**src/rtl/cpu_decode_pkg.sv**
```systemverilog
// Shared opcode space, condition codes and decoded-bundle type for the decode queue.
// Also hosts the ARM condition-evaluation helper used when DECODE_COND_EVAL_EN is defined.
package cpu_decode_pkg;

  localparam int OP_WIDTH = 5;

  typedef enum logic [OP_WIDTH-1:0] {
    OP_AND  = 5'd0,  OP_EOR = 5'd1,  OP_SUB = 5'd2,  OP_RSB = 5'd3,
    OP_ADD  = 5'd4,  OP_ADC = 5'd5,  OP_SBC = 5'd6,  OP_RSC = 5'd7,
    OP_TST  = 5'd8,  OP_TEQ = 5'd9,  OP_CMP = 5'd10, OP_CMN = 5'd11,
    OP_ORR  = 5'd12, OP_MOV = 5'd13, OP_BIC = 5'd14, OP_MVN = 5'd15,
    OP_LDR  = 5'd16, OP_STR = 5'd17, OP_LDRB = 5'd18, OP_STRB = 5'd19,
    OP_B    = 5'd20, OP_BL  = 5'd21, OP_INV  = 5'd31
  } opcode_t;

  localparam logic [3:0] COND_EQ = 4'h0, COND_NE = 4'h1, COND_CS = 4'h2, COND_CC = 4'h3,
                         COND_MI = 4'h4, COND_PL = 4'h5, COND_VS = 4'h6, COND_VC = 4'h7,
                         COND_HI = 4'h8, COND_LS = 4'h9, COND_GE = 4'hA, COND_LT = 4'hB,
                         COND_GT = 4'hC, COND_LE = 4'hD, COND_AL = 4'hE, COND_NV = 4'hF;

  typedef struct packed {
    opcode_t     opcode;
    logic [3:0]  rd;
    logic [3:0]  rs1;
    logic [3:0]  rs2;
    logic [11:0] imm;
    logic [23:0] branch_offset;
    logic [4:0]  shift_amt;
    logic [1:0]  shift_type;
    logic        imm_flag;
    logic [3:0]  cond;
    logic        reg_we;
    logic        mem_re;
    logic        mem_we;
    logic        mem_byte;
    logic        branch;
    logic        link;
    logic        flags_we;
    logic        undef;
  } decode_t;

  // nzcv bit order: [3]=N [2]=Z [1]=C [0]=V
  function automatic logic cond_pass(input logic [3:0] cond, input logic [3:0] nzcv);
    logic n, z, c, v;
    {n, z, c, v} = nzcv;
    case (cond)
      COND_EQ: cond_pass = z;
      COND_NE: cond_pass = !z;
      COND_CS: cond_pass = c;
      COND_CC: cond_pass = !c;
      COND_MI: cond_pass = n;
      COND_PL: cond_pass = !n;
      COND_VS: cond_pass = v;
      COND_VC: cond_pass = !v;
      COND_HI: cond_pass = c && !z;
      COND_LS: cond_pass = !c || z;
      COND_GE: cond_pass = (n == v);
      COND_LT: cond_pass = (n != v);
      COND_GT: cond_pass = !z && (n == v);
      COND_LE: cond_pass = z || (n != v);
      COND_AL: cond_pass = 1'b1;
      default: cond_pass = 1'b0;
    endcase
  endfunction

endpackage

```
**src/rtl/arm_decode_comb.sv**
```systemverilog
// Purely combinational decode of one 32-bit ARM-format word into a decode_t bundle.
module arm_decode_comb
  import cpu_decode_pkg::*;
(
  input  logic [31:0] instr,
  output decode_t     bundle
);

  decode_t d;
  logic    undef;

  always_comb begin
    d      = '0;
    undef  = 1'b0;
    d.cond = instr[31:28];
    if (instr[31:28] == COND_NV) begin
      undef = 1'b1;
    end else if (instr[27:26] == 2'b00) begin
      d.opcode   = opcode_t'({1'b0, instr[24:21]});
      d.imm_flag = instr[25];
      d.rd       = instr[15:12];
      d.rs1      = instr[19:16];
      if (instr[25]) begin
        d.imm = instr[11:0];
      end else begin
        d.rs2        = instr[3:0];
        d.shift_amt  = instr[11:7];
        d.shift_type = instr[6:5];
      end
      // TST/TEQ/CMP/CMN only ever write flags
      if (instr[24:23] == 2'b10) begin
        d.reg_we   = 1'b0;
        d.flags_we = 1'b1;
      end else begin
        d.reg_we   = 1'b1;
        d.flags_we = instr[20];
      end
    end else if (instr[27:26] == 2'b01) begin
      if (instr[25]) begin
        undef = 1'b1;
      end else begin
        d.imm      = instr[11:0];
        d.imm_flag = 1'b1;
        d.rs1      = instr[19:16];
        d.rd       = instr[15:12];
        d.mem_byte = instr[22];
        if (instr[20]) begin
          d.opcode = instr[22] ? OP_LDRB : OP_LDR;
          d.mem_re = 1'b1;
          d.reg_we = 1'b1;
        end else begin
          d.opcode = instr[22] ? OP_STRB : OP_STR;
          d.mem_we = 1'b1;
          d.rs2    = instr[15:12];
        end
      end
    end else if (instr[27:25] == 3'b101) begin
      d.branch        = 1'b1;
      d.branch_offset = instr[23:0];
      if (instr[24]) begin
        d.opcode = OP_BL;
        d.link   = 1'b1;
        d.reg_we = 1'b1;
        d.rd     = 4'd14;
      end else begin
        d.opcode = OP_B;
      end
    end else begin
      undef = 1'b1;
    end

    if (undef) begin
      d        = '0;
      d.cond   = instr[31:28];
      d.opcode = OP_INV;
      d.undef  = 1'b1;
    end
  end

  assign bundle = d;

endmodule

```
**src/rtl/decode_queue.sv**
```systemverilog
// Buffered decode stage: DEPTH-entry instruction FIFO feeding a registered decoded-bundle output.
// Optional macro DECODE_COND_EVAL_EN gates the bundle's enables with NZCV condition evaluation.
module decode_queue
  import cpu_decode_pkg::*;
#(
  parameter int DEPTH = 4,
  parameter int PC_W  = 32,
  parameter int OP_W  = 5
) (
  input  logic                     clk,
  input  logic                     rst_n,
  input  logic                     flush,
  input  logic                     in_valid,
  output logic                     in_ready,
  input  logic [31:0]              in_instr,
  input  logic [PC_W-1:0]          in_pc,
  output logic                     out_valid,
  input  logic                     out_ready,
  output logic [PC_W-1:0]          out_pc,
  output logic [OP_W-1:0]          out_opcode,
  output logic [3:0]               out_rd,
  output logic [3:0]               out_rs1,
  output logic [3:0]               out_rs2,
  output logic [11:0]              out_imm,
  output logic [23:0]              out_branch_offset,
  output logic [4:0]               out_shift_amt,
  output logic [1:0]               out_shift_type,
  output logic                     out_imm_flag,
  output logic [3:0]               out_cond,
  output logic                     out_reg_we,
  output logic                     out_mem_re,
  output logic                     out_mem_we,
  output logic                     out_mem_byte,
  output logic                     out_branch,
  output logic                     out_link,
  output logic                     out_flags_we,
  output logic                     out_undef,
  output logic                     out_cond_pass,
  input  logic [3:0]               flags_nzcv,
  output logic [$clog2(DEPTH):0]   count
);

  localparam int PTR_W = $clog2(DEPTH);
  localparam int CNT_W = PTR_W + 1;

  logic [31:0]     mem_instr [DEPTH];
  logic [PC_W-1:0] mem_pc    [DEPTH];
  logic [PTR_W-1:0] wr_ptr, rd_ptr;
  logic            push, pop;
  decode_t         head_dec, out_q;
  logic [PC_W-1:0] out_pc_q;
  logic            out_valid_q;

  assign in_ready = (count < CNT_W'(DEPTH));
  assign push     = in_valid && in_ready;
  assign pop      = (count != '0) && (!out_valid_q || out_ready);

  arm_decode_comb u_dec (
    .instr  (mem_instr[rd_ptr]),
    .bundle (head_dec)
  );

  // Storage needs no reset; occupancy is tracked by count and pointers.
  always_ff @(posedge clk) begin
    if (push && !flush) begin
      mem_instr[wr_ptr] <= in_instr;
      mem_pc[wr_ptr]    <= in_pc;
    end
  end

  always_ff @(posedge clk or negedge rst_n) begin
    if (!rst_n) begin
      wr_ptr <= '0;
      rd_ptr <= '0;
      count  <= '0;
    end else if (flush) begin
      wr_ptr <= '0;
      rd_ptr <= '0;
      count  <= '0;
    end else begin
      if (push) wr_ptr <= wr_ptr + PTR_W'(1);
      if (pop)  rd_ptr <= rd_ptr + PTR_W'(1);
      case ({push, pop})
        2'b10:   count <= count + CNT_W'(1);
        2'b01:   count <= count - CNT_W'(1);
        default: count <= count;
      endcase
    end
  end

  always_ff @(posedge clk or negedge rst_n) begin
    if (!rst_n) begin
      out_valid_q  <= 1'b0;
      out_q        <= '0;
      out_q.opcode <= OP_INV;
      out_pc_q     <= '0;
    end else if (flush) begin
      out_valid_q <= 1'b0;
    end else if (pop) begin
      out_valid_q <= 1'b1;
      out_q       <= head_dec;
      out_pc_q    <= mem_pc[rd_ptr];
    end else if (out_ready) begin
      out_valid_q <= 1'b0;
    end
  end

`ifdef DECODE_COND_EVAL_EN
  assign out_cond_pass = cond_pass(out_q.cond, flags_nzcv);
`else
  logic unused_flags;
  assign unused_flags  = ^flags_nzcv;
  assign out_cond_pass = 1'b1;
`endif

  assign out_valid         = out_valid_q;
  assign out_pc            = out_pc_q;
  assign out_opcode        = OP_W'(out_q.opcode);
  assign out_rd            = out_q.rd;
  assign out_rs1           = out_q.rs1;
  assign out_rs2           = out_q.rs2;
  assign out_imm           = out_q.imm;
  assign out_branch_offset = out_q.branch_offset;
  assign out_shift_amt     = out_q.shift_amt;
  assign out_shift_type    = out_q.shift_type;
  assign out_imm_flag      = out_q.imm_flag;
  assign out_cond          = out_q.cond;
  assign out_mem_byte      = out_q.mem_byte;
  assign out_undef         = out_q.undef;
  // A failed condition still delivers the bundle, just with its side effects suppressed.
  assign out_reg_we        = out_q.reg_we   && out_cond_pass;
  assign out_mem_re        = out_q.mem_re   && out_cond_pass;
  assign out_mem_we        = out_q.mem_we   && out_cond_pass;
  assign out_branch        = out_q.branch   && out_cond_pass;
  assign out_link          = out_q.link     && out_cond_pass;
  assign out_flags_we      = out_q.flags_we && out_cond_pass;

endmodule

```
**config.mk**
```make
export PLATFORM = sky130hd
export DESIGN_NAME = decode_queue
export DESIGN_NICKNAME = d
export VERILOG_FILES = /design/src/rtl/cpu_decode_pkg.sv /design/src/rtl/arm_decode_comb.sv /design/src/rtl/decode_queue.sv
export SDC_FILE = /design/constraint.sdc
export NUM_CORES = 1
export LEC_CHECK = 0
export CORE_ASPECT_RATIO = 1.2
export CORE_MARGIN = 5
export CORE_UTILIZATION = 55
export CTS_CLUSTER_SIZE = 40
export DETAILED_ROUTE_END_ITERATION = 8
export MAX_ROUTING_LAYER = met4
export PLACE_DENSITY_LB_ADDON = 0.1
export SKIP_CTS_REPAIR_TIMING = 1
export SYNTH_ARGS = -nofsm -noshare
export SYNTH_HDL_FRONTEND = slang
export SYNTH_SLANG_ARGS = --single-unit
```
**constraint.sdc**
```tcl
create_clock -name clk -period 3.3 [get_ports clk]
set_input_delay 0.825 -clock clk [delete_from_list [all_inputs] [get_ports clk]]
set_output_delay 0.825 -clock clk [all_outputs]
set_load 0.01 [all_outputs]
```
==> results of run 1 <==
cell families (layout without fill, tap and decap cells):
logic type                 count (synthesis)  count (layout)  share of synthesized area
xor gates and xnor gates                   4               4                    0.00251
adders and majority gates                  5               5                    0.00502
AOI/OAI and AO/OA                         87              87                     0.0376
muxes                                     66              66                      0.107
DFF                                      369             369                      0.754
buffers and inverters                     46             269                     0.0167
other                                      1               3                   0.000269
and+or+nand+nor                          252             252                     0.0772
registers in the layout (all words and copies together), names as in the netlist, 5 cells and up:
name and cells:
out_shift_amt 5, out_imm 12, mem_pc 128, out_pc 32, mem_instr 128, out_branch_offset 24
out_opcode 5
how the worst max path moves through the flow:
| stage | start | end | slack, ns | depth (start not counted) |
|---|---|---|---|---|
| global route | rd_ptr[0] | out_shift_amt[0] | 0.39 | 4 |
| floorplan | flush | mem_instr[0][0] | 0.16 | 3 |
| detailed placement | in_valid | count[2] | 0.52 | 7 |
| finish | rd_ptr[0] | out_shift_amt[0] | 0.63 | 4 |
| global placement | flush | mem_pc[2][26] | 0.55 | 4 |
| CTS | rd_ptr[0] | out_shift_amt[0] | 0.60 | 4 |
per-stage QoR:
stage	worst slack [ns]	util
6_report	0.634	0.685
5_1_grt	0.388	0.685
4_1_cts	0.598	0.684
3_5_place_dp	0.518	0.641
3_3_place_gp	0.555	0.641
2_1_floorplan	0.159	-
final cells by class:
class | instances | area [um^2] | area share
clock inverter | 10 | 55.1 | 0.00318
inverter | 3 | 11.3 | 0.000650
sequential | 369 | 10500 | 0.608
clock buffer | 56 | 1060 | 0.0610
tap | 330 | 413 | 0.0238
antenna | 2 | 5.00 | 0.000289
multi-input combinational | 415 | 3230 | 0.186
timing repair buffer | 200 | 2030 | 0.117
cell usage in the layout, fill, tap and decap left out, types with 2 or more instances in the layout:
cell type	n
nor2b_1	7
o21ai_0	46
o21a_1	2
clkinv_1	4
inv_6	2
and2_4	4
nor3_1	4
buf_12	7
clkbuf_1	13
dfstp_2	5
dfrtp_1	106
buf_4	16
clkbuf_8	6
mux4_2	58
nand3_1	3
nand2_1	206
ha_1	4
inv_1	3
diode_2	2
nor2_1	10
xor2_1	2
edfxtp_1	256
o2111ai_1	2
clkbuf_16	37
o31ai_1	15
clkdlybuf4s50_1	177
a21oi_1	9
nand2b_1	3
clkinv_2	3
a22oi_1	4
mux4_1	5
xnor2_1	2
a31oi_1	3
metal layers:
layer | vias up | GRT usage | wire length [um]
met3 | 41 | 0.0392 | 1670
li1 | 3490 | - | -
met2 | 211 | 0.349 | 14600
met5 | - | - | 0
met4 | 0 | 0.0462 | 473
met1 | 3876 | 0.274 | 11700
where the power goes:
group          internal, W  total (W)  leakage, nW  switching (W)
clock network      0.00221    0.00383        0.542        0.00162
logic              0.00207    0.00416         1.92        0.00209
registers          0.00578    0.00625         3.80       0.000464
==> metrics.txt, run 1 <==
outcome=complete, no violations; cell area after layout=17300 um^2; r2r startpoint=rd_ptr[0]; Post-synth top cells=edfxtp_1 (256), nand2_1 (206), dfrtp_1 (108); row count=64; Critical Path AT=~3.1 ns; post-route ant nets=0; filler instances=1762; GPL Wtd Cong=0.763; IO buf count=approximately 180; Pre-Repair DR Iteration Count=4; Post-Synthesis Cells=just over 800; Worst-path clk slew=0.06 ns; dominant cells by area after synthesis=edfxtp_1 (55%), dfrtp_1 (19%), mux4_2 (9.4%); Final Hold Slack=0.198 ns; path depth of the worst reg2reg path=4; crit-path max cell delay=0.67 ns; Setup CP Type=reg -> reg; die area=28700 um^2; root buffer selected by CTS=clkbuf_16; Critical Path Slowest Stage Cell=dfrtp_4; final setup violation count=0; GRT Util Overall=0.210; clock sinks=369; htree depth=2; CORE AREA=25300 um^2; DP Area=16200 um^2; Via Count=7618; min Tclk post-route=2.67 ns; Syn Std Cell Area=14000 um^2; Critical Path RT=about 3.7 ns; gr ovfl total=0; CTS max path bufs=3; headroom to the max-slew limit=0.571; number of synthesized flops with an enable pin=approximately 260; synthesized flop and latch total=369; Starting Density=0.552; Hold Crit Class=in -> async; RR Endpoint=out_shift_amt[0]; Hold Violations, Final=0; Buf+Inv Stages, Crit Path=0; register area share after synthesis=0.754; Worst Tran Pin Value=0.641 ns; CTS tree=built; MaxCap Viol Count=0; Synth Area per Inst=16.8 um^2; count leader, synth=edfxtp_1; unrepaired setup endpoints after global routing=no; Max Clk Rate=approximately 380 MHz; area leader, netlist=edfxtp_1; Synth Warn #=0; num ports=about 180; Pleak=about 6.3 nW; number of global-route vias before repair=8073; CP startpoint kind=register; Synth Flop Type=edfxtp_1; Register-to-Register Setup Slack=between 0.6 and 0.7 ns; largest net degree at the start of global routing=71; Die Span X=155 um; TritonCTS buffer count=36; via-per-instance ratio=~5.5; Synth top area share=0.551; critical path, cell by cell=mux4_1 > nand4_1 > nand3b_1 > o21ai_0; Finished Layout Cells=1385; average wire per standard cell=about 21 um; period utilisation layout=0.808; Chip Height=around 180 um; Unique masters post-synth=52; global-route wire length before repair=45600 um; CP Capture Type=register; Peak VDD IR=500 uV; max-slew violation count=0; Final Power=0.0142 W; Clock Skew=a little under 0.008 ns; Total Nets Final=1103; Worst-Skew Late Latency=0.51 ns; ys async rst share=0.306; 1st-iter DRT viols=~470; Crit path max-delay family=simple AND/OR/NAND/NOR gates; initial antenna violation count=1; CP max FO=20; Placed Cells=between 1000 and 1500; layout cells sized above 1=0.144; Cell Pwr Density=822 nW/um^2; Detailed Route WL=28400 um; area added between synthesis and finish=24.1%; Post-DP HPWL=around 18000 um; DRC=0; Syn Nets=908; sum of negative setup slack=0 ns
Note: power is estimated with default switching activity, not from simulation.
==> inputs of run 2 (changes only) <==
Settings changed: CORE_UTILIZATION 55 to 49.
Clock period 3.3 ns to 2.3 ns, I/O delays scaled along.
==> run 2 against run 1 <==
  * Flip-flop and latch count is the same
  * Utilization shrank 5.0 points
  * Wire length grew 0.76%
  * Cell count grew 6.1%
  * Non-clock buffer count grew 29
  * Combinational power grew 50%
  * First-iteration DRC count shrank 0.42%
  * Largest cell class unchanged
  * Largest power group unchanged
==> metrics.txt, run 2 (synthesized netlist as in run 1, its figures left out) <==
Max Clk Rate=461 MHz; gr ovfl total=0; CORE AREA=28000 um^2; Hold Crit Class=in -> async; CTS tree=built; TritonCTS buffer count=37; CP Capture Type=output port; critical path, cell by cell=clkdlybuf4s50_1; GPL Wtd Cong=0.746; via-per-instance ratio=5.20; Crit path max-delay family=buffers and inverters; CP startpoint kind=register; Clock Skew=between 0.01 and 0.015 ns; Starting Density=0.499; initial antenna violation count=5; Placed Cells=about 1400; post-route ant nets=0; global-route wire length before repair=approximately 46000 um; IO buf count=roughly 180; outcome=complete, no violations; commonest non-fill, non-tap cell in the layout=edfxtp_1; headroom to the max-slew limit=0.520; period utilisation layout=0.942; fin worst setup slack=between 0.1 and 0.15 ns; filler instances=approximately 2100; row count=67; 1st-iter DRT viols=470; Final Power=0.0209 W; Pleak=6.46 nW; Via Count=7640; DRC=0; Post-DP HPWL=18700 um; Chip Height=195 um; Critical Path RT=1.73 ns; Buf+Inv Stages, Crit Path=1; Total Nets Final=1133; cell area after layout=17800 um^2; largest net degree at the start of global routing=108; clock sinks=between 300 and 400; crit-path max cell delay=0.60 ns; MaxCap Viol Count=0; Pre-Repair DR Iteration Count=7; num ports=184; pre-CTS WS=-0.0702 ns; Die Span X=about 160 um; Critical Path AT=1.59 ns; htree depth=2; Peak VDD IR=716 uV; Cell Pwr Density=1180 nW/um^2; Hold Violations, Final=0; GRT Util Overall=0.189; Detailed Route WL=28600 um; Final Core Density=0.634; layout cells sized above 1=0.171; Worst Tran Pin Value=0.720 ns; area added between synthesis and finish=27.2%; Critical Path Slowest Stage Cell=clkdlybuf4s50_1; unrepaired setup endpoints after global routing=no; Worst-Skew Late Latency=around 0.5 ns; DP Area=about 17000 um^2; number of global-route vias before repair=8216; die area=32000 um^2; most frequent cells in the layout=edfxtp_1 (256), nand2_1 (206), clkdlybuf4s50_1 (177); CP max FO=9; min Tclk post-route=~2.2 ns; Finished Layout Cells=1469; final setup violation count=0; Setup CP Type=reg -> out; average wire per standard cell=19.5 um; Worst-path clk slew=0.06 ns; root buffer selected by CTS=clkbuf_16; CTS max path bufs=3; max-slew violation count=0
-- run 2: changes by cell type in the layout (fill, tap and decap cells not counted), sizes merged --
cell         previous run  this run
buf                    23        51
bufinv                  0         1
clkinv                  7         9
diode                   2         6
dlygate4sd3             0         1
inv                     5         4
-- run 2: layout make-up --
type / instances / area, um^2 / share of cell area
clock buffers: 56 / 1090 / 0.0614
clock inverters: 12 / 87.6 / 0.00493
well taps: 379 / 474 / 0.0267
multi-input cells: 415 / 3230 / 0.182
repair buffers: 229 / 2330 / 0.131
inverters: 3 / 11.3 / 0.000634
flip-flops and latches: 369 / 10500 / 0.593
diodes: 6 / 15.0 / 0.000845
-- run 2: worst paths after layout --
| kind | from | to | slack, ns | depth (start not counted) |
|---|---|---|---|---|
| setup / recovery | count[2] | count[2] | 0.13 | 1 |
| hold / removal | rst_n | out_branch_offset[5] | 0.42 | 2 |
| setup reg to reg | rd_ptr[0] | out_imm[4] | 0.14 | 4 |
| hold reg to reg | out_flags_we | out_flags_we | 0.47 | 2 |
| max in group asynchronous | rst_n | rd_ptr[0] | 0.95 | 3 |
| min in group clk | out_flags_we | out_flags_we | 0.47 | 2 |
-- run 2: where the power goes --
group	internal, W	total [W]	switching [W]
combinational	0.00317	0.00623	0.00306
sequential	0.00830	0.00891	0.000620
clock	0.00339	0.00578	0.00239
-- run 2: per-stage QoR --
stage | setup TNS, ns | hold slack [ns]
finish | 0 | 0.419
global route | 0 | 0.405
CTS | 0 | -0.147
detailed placement | -0.0799 | 0.396
global placement | 0 | 0.397
floorplan | 0 | 0.279
-- run 2: layer usage --
metal	up-vias	track usage	wire length, um
li1	3562	-	-
met1	3833	0.245	12100
met2	196	0.309	14400
met3	49	0.0403	1640
met4	0	0.0441	544
met5	-	-	0
